==> src/rtl/dtw_result_collector_if.sv <==
// Purpose : bundles the result-FIFO read port and the AXI-Stream output of the collector.
// Ports   : res_fifo_rden/empty/data (FIFO side), m_axis_tdata/tvalid/tready/tlast (stream side).
// Modports: master = collector view, slave = FIFO + downstream sink view.
interface dtw_result_collector_if #(
  parameter int AXIS_WIDTH = 32
);
  logic                  res_fifo_rden;
  logic                  res_fifo_empty;
  logic [31:0]           res_fifo_data;
  logic [AXIS_WIDTH-1:0] m_axis_tdata;
  logic                  m_axis_tvalid;
  logic                  m_axis_tready;
  logic                  m_axis_tlast;

  modport master (
    output res_fifo_rden,
    input  res_fifo_empty,
    input  res_fifo_data,
    output m_axis_tdata,
    output m_axis_tvalid,
    input  m_axis_tready,
    output m_axis_tlast
  );

  modport slave (
    input  res_fifo_rden,
    output res_fifo_empty,
    output res_fifo_data,
    input  m_axis_tdata,
    input  m_axis_tvalid,
    output m_axis_tready,
    input  m_axis_tlast
  );
endinterface

==> src/rtl/dtw_result_collector.sv <==
// Purpose : drains 3-word DTW result records, screens minval against a threshold, re-emits
//           passing records as 3-beat AXI-Stream packets and tracks best-hit/count status.
// Latency : first rden at t -> EVAL at t+4 -> first beat valid at t+5.
// Backpressure: beats hold until tready; FIFO reads stall while the FIFO is empty.
// Ports   : clk, rst_n (async, active-low), en, clear, score_thresh; bus (FIFO + AXIS,
//           master modport); status outputs rec_count, drop_count, best_*, fmt_err.
module dtw_result_collector #(
  parameter int WIDTH      = 16,
  parameter int AXIS_WIDTH = 32,
  parameter bit FILTER_EN  = 1'b1
) (
  input  logic                   clk,
  input  logic                   rst_n,
  input  logic                   en,
  input  logic                   clear,
  input  logic [WIDTH-1:0]       score_thresh,
  dtw_result_collector_if.master bus,
  output logic [31:0]            rec_count,
  output logic [31:0]            drop_count,
  output logic [31:0]            best_qid,
  output logic [31:0]            best_pos,
  output logic [WIDTH-1:0]       best_minval,
  output logic                   best_valid,
  output logic                   fmt_err
);

  typedef enum logic [1:0] {IDLE, FETCH, EVAL, SEND} state_t;

  state_t                state;
  logic [1:0]            req_cnt;   // reads issued for the current record
  logic [1:0]            cap_cnt;   // words captured for the current record
  logic                  rd_pend;   // a read was issued last cycle; its data is on the bus now
  logic [1:0]            beat;
  logic [31:0]           cap_qid;
  logic [31:0]           cap_pos;
  logic [31:0]           cap_val;
  logic [AXIS_WIDTH-1:0] tdata;
  logic                  tvalid;
  logic                  tlast;

  logic                  rden;
  logic [WIDTH-1:0]      minval;
  logic                  val_hi_bad;
  logic                  drop;
  logic                  better;

  function automatic logic [31:0] sat_inc(input logic [31:0] v);
    return (v == 32'hFFFF_FFFF) ? v : v + 32'd1;
  endfunction

  assign rden       = (state == FETCH) && !bus.res_fifo_empty && (req_cnt != 2'd3);
  assign minval     = cap_val[WIDTH-1:0];
  // Shifting by WIDTH also covers WIDTH == 32, where no upper bits exist.
  assign val_hi_bad = ((cap_val >> WIDTH) != 32'd0);
  assign drop       = FILTER_EN && (minval > score_thresh);
  // Strict compare: a tie keeps the record that arrived first.
  assign better     = !best_valid || (minval < best_minval);

  assign bus.res_fifo_rden = rden;
  assign bus.m_axis_tdata  = tdata;
  assign bus.m_axis_tvalid = tvalid;
  assign bus.m_axis_tlast  = tlast;

  always_ff @(posedge clk or negedge rst_n) begin
    if (!rst_n) begin
      state       <= IDLE;
      req_cnt     <= 2'd0;
      cap_cnt     <= 2'd0;
      rd_pend     <= 1'b0;
      beat        <= 2'd0;
      cap_qid     <= 32'd0;
      cap_pos     <= 32'd0;
      cap_val     <= 32'd0;
      tdata       <= '0;
      tvalid      <= 1'b0;
      tlast       <= 1'b0;
      rec_count   <= 32'd0;
      drop_count  <= 32'd0;
      best_qid    <= 32'd0;
      best_pos    <= 32'd0;
      best_minval <= '0;
      best_valid  <= 1'b0;
      fmt_err     <= 1'b0;
    end else begin
      rd_pend <= rden;
      if (rden) req_cnt <= req_cnt + 2'd1;

      case (state)
        IDLE: begin
          if (en) begin
            state   <= FETCH;
            req_cnt <= 2'd0;
            cap_cnt <= 2'd0;
          end
        end
        FETCH: begin
          if (rd_pend) begin
            case (cap_cnt)
              2'd0:    cap_qid <= bus.res_fifo_data;
              2'd1:    cap_pos <= bus.res_fifo_data;
              default: cap_val <= bus.res_fifo_data;
            endcase
            cap_cnt <= cap_cnt + 2'd1;
            if (cap_cnt == 2'd2) state <= EVAL;
          end
        end
        EVAL: begin
          if (drop) begin
            state <= IDLE;
          end else begin
            state  <= SEND;
            beat   <= 2'd0;
            tvalid <= 1'b1;
            tlast  <= 1'b0;
            tdata  <= AXIS_WIDTH'(cap_qid);
          end
        end
        SEND: begin
          if (tvalid && bus.m_axis_tready) begin
            case (beat)
              2'd0: begin
                tdata <= AXIS_WIDTH'(cap_pos);
                beat  <= 2'd1;
              end
              2'd1: begin
                tdata <= AXIS_WIDTH'(minval);
                tlast <= 1'b1;
                beat  <= 2'd2;
              end
              default: begin
                tvalid <= 1'b0;
                tlast  <= 1'b0;
                state  <= IDLE;
              end
            endcase
          end
        end
        default: state <= IDLE;
      endcase

      // Status: clear wins over a same-cycle EVAL; the packet path above is unaffected.
      if (clear) begin
        rec_count   <= 32'd0;
        drop_count  <= 32'd0;
        best_qid    <= 32'd0;
        best_pos    <= 32'd0;
        best_minval <= '0;
        best_valid  <= 1'b0;
        fmt_err     <= 1'b0;
      end else if (state == EVAL) begin
        rec_count <= sat_inc(rec_count);
        if (val_hi_bad) fmt_err <= 1'b1;
        if (better) begin
          best_qid    <= cap_qid;
          best_pos    <= cap_pos;
          best_minval <= minval;
          best_valid  <= 1'b1;
        end
        if (drop) drop_count <= sat_inc(drop_count);
      end
    end
  end

endmodule

==> src/flat_wrapper.sv <==
// flat-port wrapper written by rule: the top's interface ports become plain ports
module dtw_result_collector_flat 
#(
  parameter int WIDTH      = 16,
  parameter int AXIS_WIDTH = 32,
  parameter bit FILTER_EN  = 1'b1
)
  (clk, rst_n, en, clear, score_thresh, rec_count, drop_count, best_qid, best_pos, best_minval, best_valid, fmt_err, bus_res_fifo_rden, bus_res_fifo_empty, bus_res_fifo_data, bus_m_axis_tdata, bus_m_axis_tvalid, bus_m_axis_tready, bus_m_axis_tlast);
  dtw_result_collector_if #(.AXIS_WIDTH(AXIS_WIDTH)) bus_i ();
  input  logic clk;
  input  logic rst_n;
  input  logic en;
  input  logic clear;
  input  logic [WIDTH-1:0] score_thresh;
  output logic [31:0] rec_count;
  output logic [31:0] drop_count;
  output logic [31:0] best_qid;
  output logic [31:0] best_pos;
  output logic [WIDTH-1:0] best_minval;
  output logic best_valid;
  output logic fmt_err;
  output wire logic [$bits(bus_i.res_fifo_rden)-1:0] bus_res_fifo_rden;
  input wire logic [$bits(bus_i.res_fifo_empty)-1:0] bus_res_fifo_empty;
  input wire logic [$bits(bus_i.res_fifo_data)-1:0] bus_res_fifo_data;
  output wire logic [$bits(bus_i.m_axis_tdata)-1:0] bus_m_axis_tdata;
  output wire logic [$bits(bus_i.m_axis_tvalid)-1:0] bus_m_axis_tvalid;
  input wire logic [$bits(bus_i.m_axis_tready)-1:0] bus_m_axis_tready;
  output wire logic [$bits(bus_i.m_axis_tlast)-1:0] bus_m_axis_tlast;
  assign bus_res_fifo_rden = bus_i.res_fifo_rden;
  assign bus_i.res_fifo_empty = bus_res_fifo_empty;
  assign bus_i.res_fifo_data = bus_res_fifo_data;
  assign bus_m_axis_tdata = bus_i.m_axis_tdata;
  assign bus_m_axis_tvalid = bus_i.m_axis_tvalid;
  assign bus_i.m_axis_tready = bus_m_axis_tready;
  assign bus_m_axis_tlast = bus_i.m_axis_tlast;
  dtw_result_collector #(.WIDTH(WIDTH), .AXIS_WIDTH(AXIS_WIDTH), .FILTER_EN(FILTER_EN)) u_core (.clk(clk), .rst_n(rst_n), .en(en), .clear(clear), .score_thresh(score_thresh), .bus(bus_i), .rec_count(rec_count), .drop_count(drop_count), .best_qid(best_qid), .best_pos(best_pos), .best_minval(best_minval), .best_valid(best_valid), .fmt_err(fmt_err));
endmodule
==> config.mk <==
export PLATFORM = sky130hd
export DESIGN_NAME = dtw_result_collector_flat
export DESIGN_NICKNAME = d
export VERILOG_FILES = /design/src/rtl/dtw_result_collector_if.sv /design/src/rtl/dtw_result_collector.sv /design/src/flat_wrapper.sv
export SDC_FILE = /design/constraint.sdc
export NUM_CORES = 1
export LEC_CHECK = 0
export ABC_AREA = 0
export BUFFER_PORTS_ARGS = -buffer_cell sky130_fd_sc_hd__buf_2
export CAP_MARGIN = 30
export CORE_UTILIZATION = 60
export DETAILED_ROUTE_END_ITERATION = 10
export HOLD_SLACK_MARGIN = 0.03
export PLACE_DENSITY = 0.81
export RECOVER_POWER = 25
export SYNTH_ARGS = -nofsm -noshare
export SYNTH_HDL_FRONTEND = slang
export SYNTH_SLANG_ARGS = --single-unit
==> constraint.sdc <==
create_clock -name clk -period 3.7 [get_ports clk]
set_input_delay 0.185 -clock clk [delete_from_list [all_inputs] [get_ports clk]]
set_output_delay 0.185 -clock clk [all_outputs]
set_load 0.02 [all_outputs]
==> impl_metrics.py <==
metrics = {
    "floorplanning": {
        "die_x_um": 150,
        "initial_utilization_pct": 62.0,
        "rows": 53,
        "dieArea_um2": 22600,
        "num_io_pins": 235,
        "core_um2": 21300,
        "die_y_um": 150,
    },
    "timing": {
        "worstMarginPinSlew_ns": 2.80,
        "whs_ns": 0.244,
        "period_needed_ns": 3.11,
        "hold_viol_final": 0,
        "timing.final.ws_setup_ns": 0.588,
        "fin_setup_tns_ns": 0,
        "slew-limit-headroom_pct": -87.0,
        "rsz0062_at_grt": "no",
        "finClkSkew_ns": 0.0225,
        "max_freq_mhz": 321,
        "finalMaxSlewViolations": 109,
        "setup_viol": 0,
        "finalCritPeriodShare_pct": 84.1,
    },
    "critical_path": {
        "critical_path_class": "reg -> reg",
        "r2r_slack_ns": 0.59,
        "crit_slowest_cell": "a2111oi_1",
        "cp.depth": 7,
        "regToRegStartpoint": "u_core.cap_val[11]$_DFFE_PN0P_",
        "path_cells": "ha_1 > nand4_1 > a2111oi_1 > and4bb_2 > o21ai_2 > nand2_1 > o221a_2",
        "reg2reg_depth": 7,
        "critPathCaptureType": "register",
        "cp_data_arrival_time_ns": 3.54,
        "critPathLaunchType": "register",
        "crit_end": "u_core.bus.m_axis_tdata[17]$_DFFE_PN0P_",
        "cp_max_fo": 17,
        "reg2reg_to": "u_core.bus.m_axis_tdata[17]$_DFFE_PN0P_",
        "critPathLaunch": "u_core.cap_val[11]$_DFFE_PN0P_",
        "crit_buf_inv": 0,
        "cp.required_ns": 4.13,
        "max_stage_delay_ns": 0.53,
        "path_delay_family": "compound AO/OA/AOI/OAI gates",
    },
    "route": {
        "routed_wl_mm": 34.2,
        "drt-vias-per-instance": 5.94,
        "avgRoutedWirePerCell_um": 19.7,
        "ant_nets": 0,
        "via_count": 10302,
        "drtIter0Drc": 643,
        "remaining_drc_errors": 0,
        "firstDrtPassIters": 5,
    },
    "clocking": {
        "cts_sinks": 285,
        "clock_latency_ns": 0.56,
        "post_cts_resized": 0,
        "clock_path_buffers": 3,
        "path_clk_slew_ns": 0.07,
        "htreeDepth": 1,
        "cts_buffers": 28,
        "postCtsSetupBuffers": 0,
        "cts-root-buf": "clkbuf_16",
        "cts_tree": "built",
    },
    "place": {
        "dpl_worst_slack_ns": 0.670,
        "place_congestion": 0.899,
        "portBuffers": 234,
        "post-dp-hpwl_mm": 22.6,
    },
    "global_routing": {
        "grt_usage_pct": 30.8,
        "grt_pass1_vias": 10205,
        "grt_overflow_total": 0,
        "antenna_found_initial": 0,
        "grt_pass1_wl_mm": 54.1,
        "grt_max_degree": 111,
    },
    "power_and_ir_drop": {
        "p_leak_nw": 7.26,
        "p_per_area_nw_per_um2": 699,
        "ir_drop_mv": 0.553,
        "p_total_mw": 11.1,
    },
    "layout": {
        "fin_util_pct": 74.6,
        "nNetsFinal": 1531,
        "drive_gt1_share_pct": 24.3,
        "final_cell_mix": "dfrtp_1 (285), nor2_1 (163), buf_2 (153)",
        "final_common_cell": "dfrtp_1",
        "diodes": 0,
        "area_growth_pct": 20.4,
    },
    "yosys": {
        "synth_seq_cells": 285,
        "syn_area_per_cell_um2": 11.2,
        "synth-edff-count": 0,
        "yosysWarnings": 0,
        "synth_nets": 1271,
        "synth_cell_types": 62,
        "syn-cell-area_um2": 13200,
        "synth-main-ff-cell": "dfrtp_1",
        "ys_seq_area_share_pct": 54.0,
        "syn_inst": 1180,
        "async_flop_share_pct": 100,
    },
    "run": {
        "max-cap-violations": 1,
    },
    "run_status": {
        "violations": "max-capacitance violations, max-slew violations",
        "status": "complete, but fails checks",
    },
    "worst_hold_path": {
        "hp-class": "in -> reg",
    },
}
## per-layer routing
| layer | track usage [%] | up-vias | routed length, um |
|---|---|---|---|
| met2 | 48.8 | 401 | 16000 |
| li1 | - | 4659 | - |
| met3 | 5.73 | 78 | 2440 |
| met5 | 0 | - | 0 |
| met4 | 11.4 | 0 | 1150 |
| met1 | 42.3 | 5164 | 14600 |
## cells by family (layout without fill, tap and decap cells)
| logic type | after synthesis | in the layout | synth area share [%] |
|---|---|---|---|
| adder cells (fa/ha/maj) | 37 | 37 | 3.51 |
| buffers and inverters | 100 | 380 | 3.24 |
| flip-flops | 285 | 285 | 54.0 |
| AO/OA/AOI/OAI | 115 | 115 | 6.29 |
| XOR/XNOR | 49 | 49 | 3.25 |
| multiplexers | 183 | 183 | 14.8 |
| AND/OR/NAND/NOR | 411 | 411 | 14.8 |
## cell type report
cell class,instances,area (um2)
Clock buffer,37,795
Tap cell,275,344
Clock inverter,13,151
Sequential cell,285,7130
Multi-Input combinational cell,795,5660
Inverter,42,158
Timing Repair Buffer,288,1640
Fill cell,1448,5400
## Yosys cell counts (2+ instances only)
library cell  number  area (um2)
a2111oi_0          2        17.5
a211oi_1           2        15.0
a21o_1             6        45.0
a21oi_1           42         210
a221o_1           16         160
a22o_1             2        17.5
and2_1             3        18.8
and3_1            11        68.8
and4_1             3        26.3
buf_1              9        33.8
buf_2             12        60.1
buf_4              8        60.1
clkbuf_1          28         105
dfrtp_1          285        7130
ha_1              37         463
inv_1             42         158
mux2_2            98        1100
mux2i_1           84         841
nand2_1           95         357
nand2b_1           2        12.5
nand3_1           46         230
nand3_2            2        20.0
nand4_1           30         188
nor2_1           163         612
nor2b_1            6        37.5
nor3_1            11        55.1
nor4_1             9        56.3
o211ai_1           3        22.5
o21ai_0           16        80.1
o21ai_1            3        15.0
o221a_2           16         180
or2_2              2        12.5
or3_1              9        56.3
or4b_1             2        20.0
xnor2_1            8        70.1
xor2_1            41         359
## where the power goes
| part | total [mW] | internal (mW) | switching, mW |
|---|---|---|---|
| registers | 4.78 | 4.01 | 0.772 |
| clock network | 2.92 | 1.71 | 1.21 |
| logic | 3.40 | 1.52 | 1.88 |
| total | 11.1 | 7.25 | 3.86 |
## sequential cells by signal (all words and copies together) (netlist names), 2 cells and up
name / flops
u_core.drop_count: 32
u_core.cap_qid: 32
u_core.best_qid: 32
u_core.cap_val: 32
u_core.req_cnt: 2
u_core.bus.m_axis_tdata: 32
u_core.cap_cnt: 2
u_core.cap_pos: 32
u_core.best_pos: 32
u_core.rec_count: 32
u_core.state: 2
u_core.best_minval: 16
u_core.beat: 2
## per-stage QoR
step	std cells	area, um2
2_1_floorplan	1180	13200
5_1_grt	1735	15900
6_report	1735	15900
3_3_place_gp	1648	14700
3_5_place_dp	1648	14700
4_1_cts	1734	16000
## repair_timing
action / in CTS / in global routing
endpoints found under the setup margin: 0 / 0
hold buffers: 36 / 0
hold endpoints to repair: 209 / 0
## worst min-delay path by stage
stage               startpoint                                end  cells past startpoint
CTS                      clear  u_core.best_minval[6]$_DFFE_PN0P_                      2
global route             clear   u_core.rec_count[22]$_DFFE_PN0P_                      2
detailed placement       rst_n   u_core.rec_count[12]$_DFFE_PN0P_                      1
global placement         rst_n   u_core.rec_count[12]$_DFFE_PN0P_                      1
floorplan                rst_n         u_core.beat[0]$_DFFE_PN0P_                      0
finish                   clear   u_core.rec_count[22]$_DFFE_PN0P_                      2
Note: power is estimated with default switching activity, not from simulation.
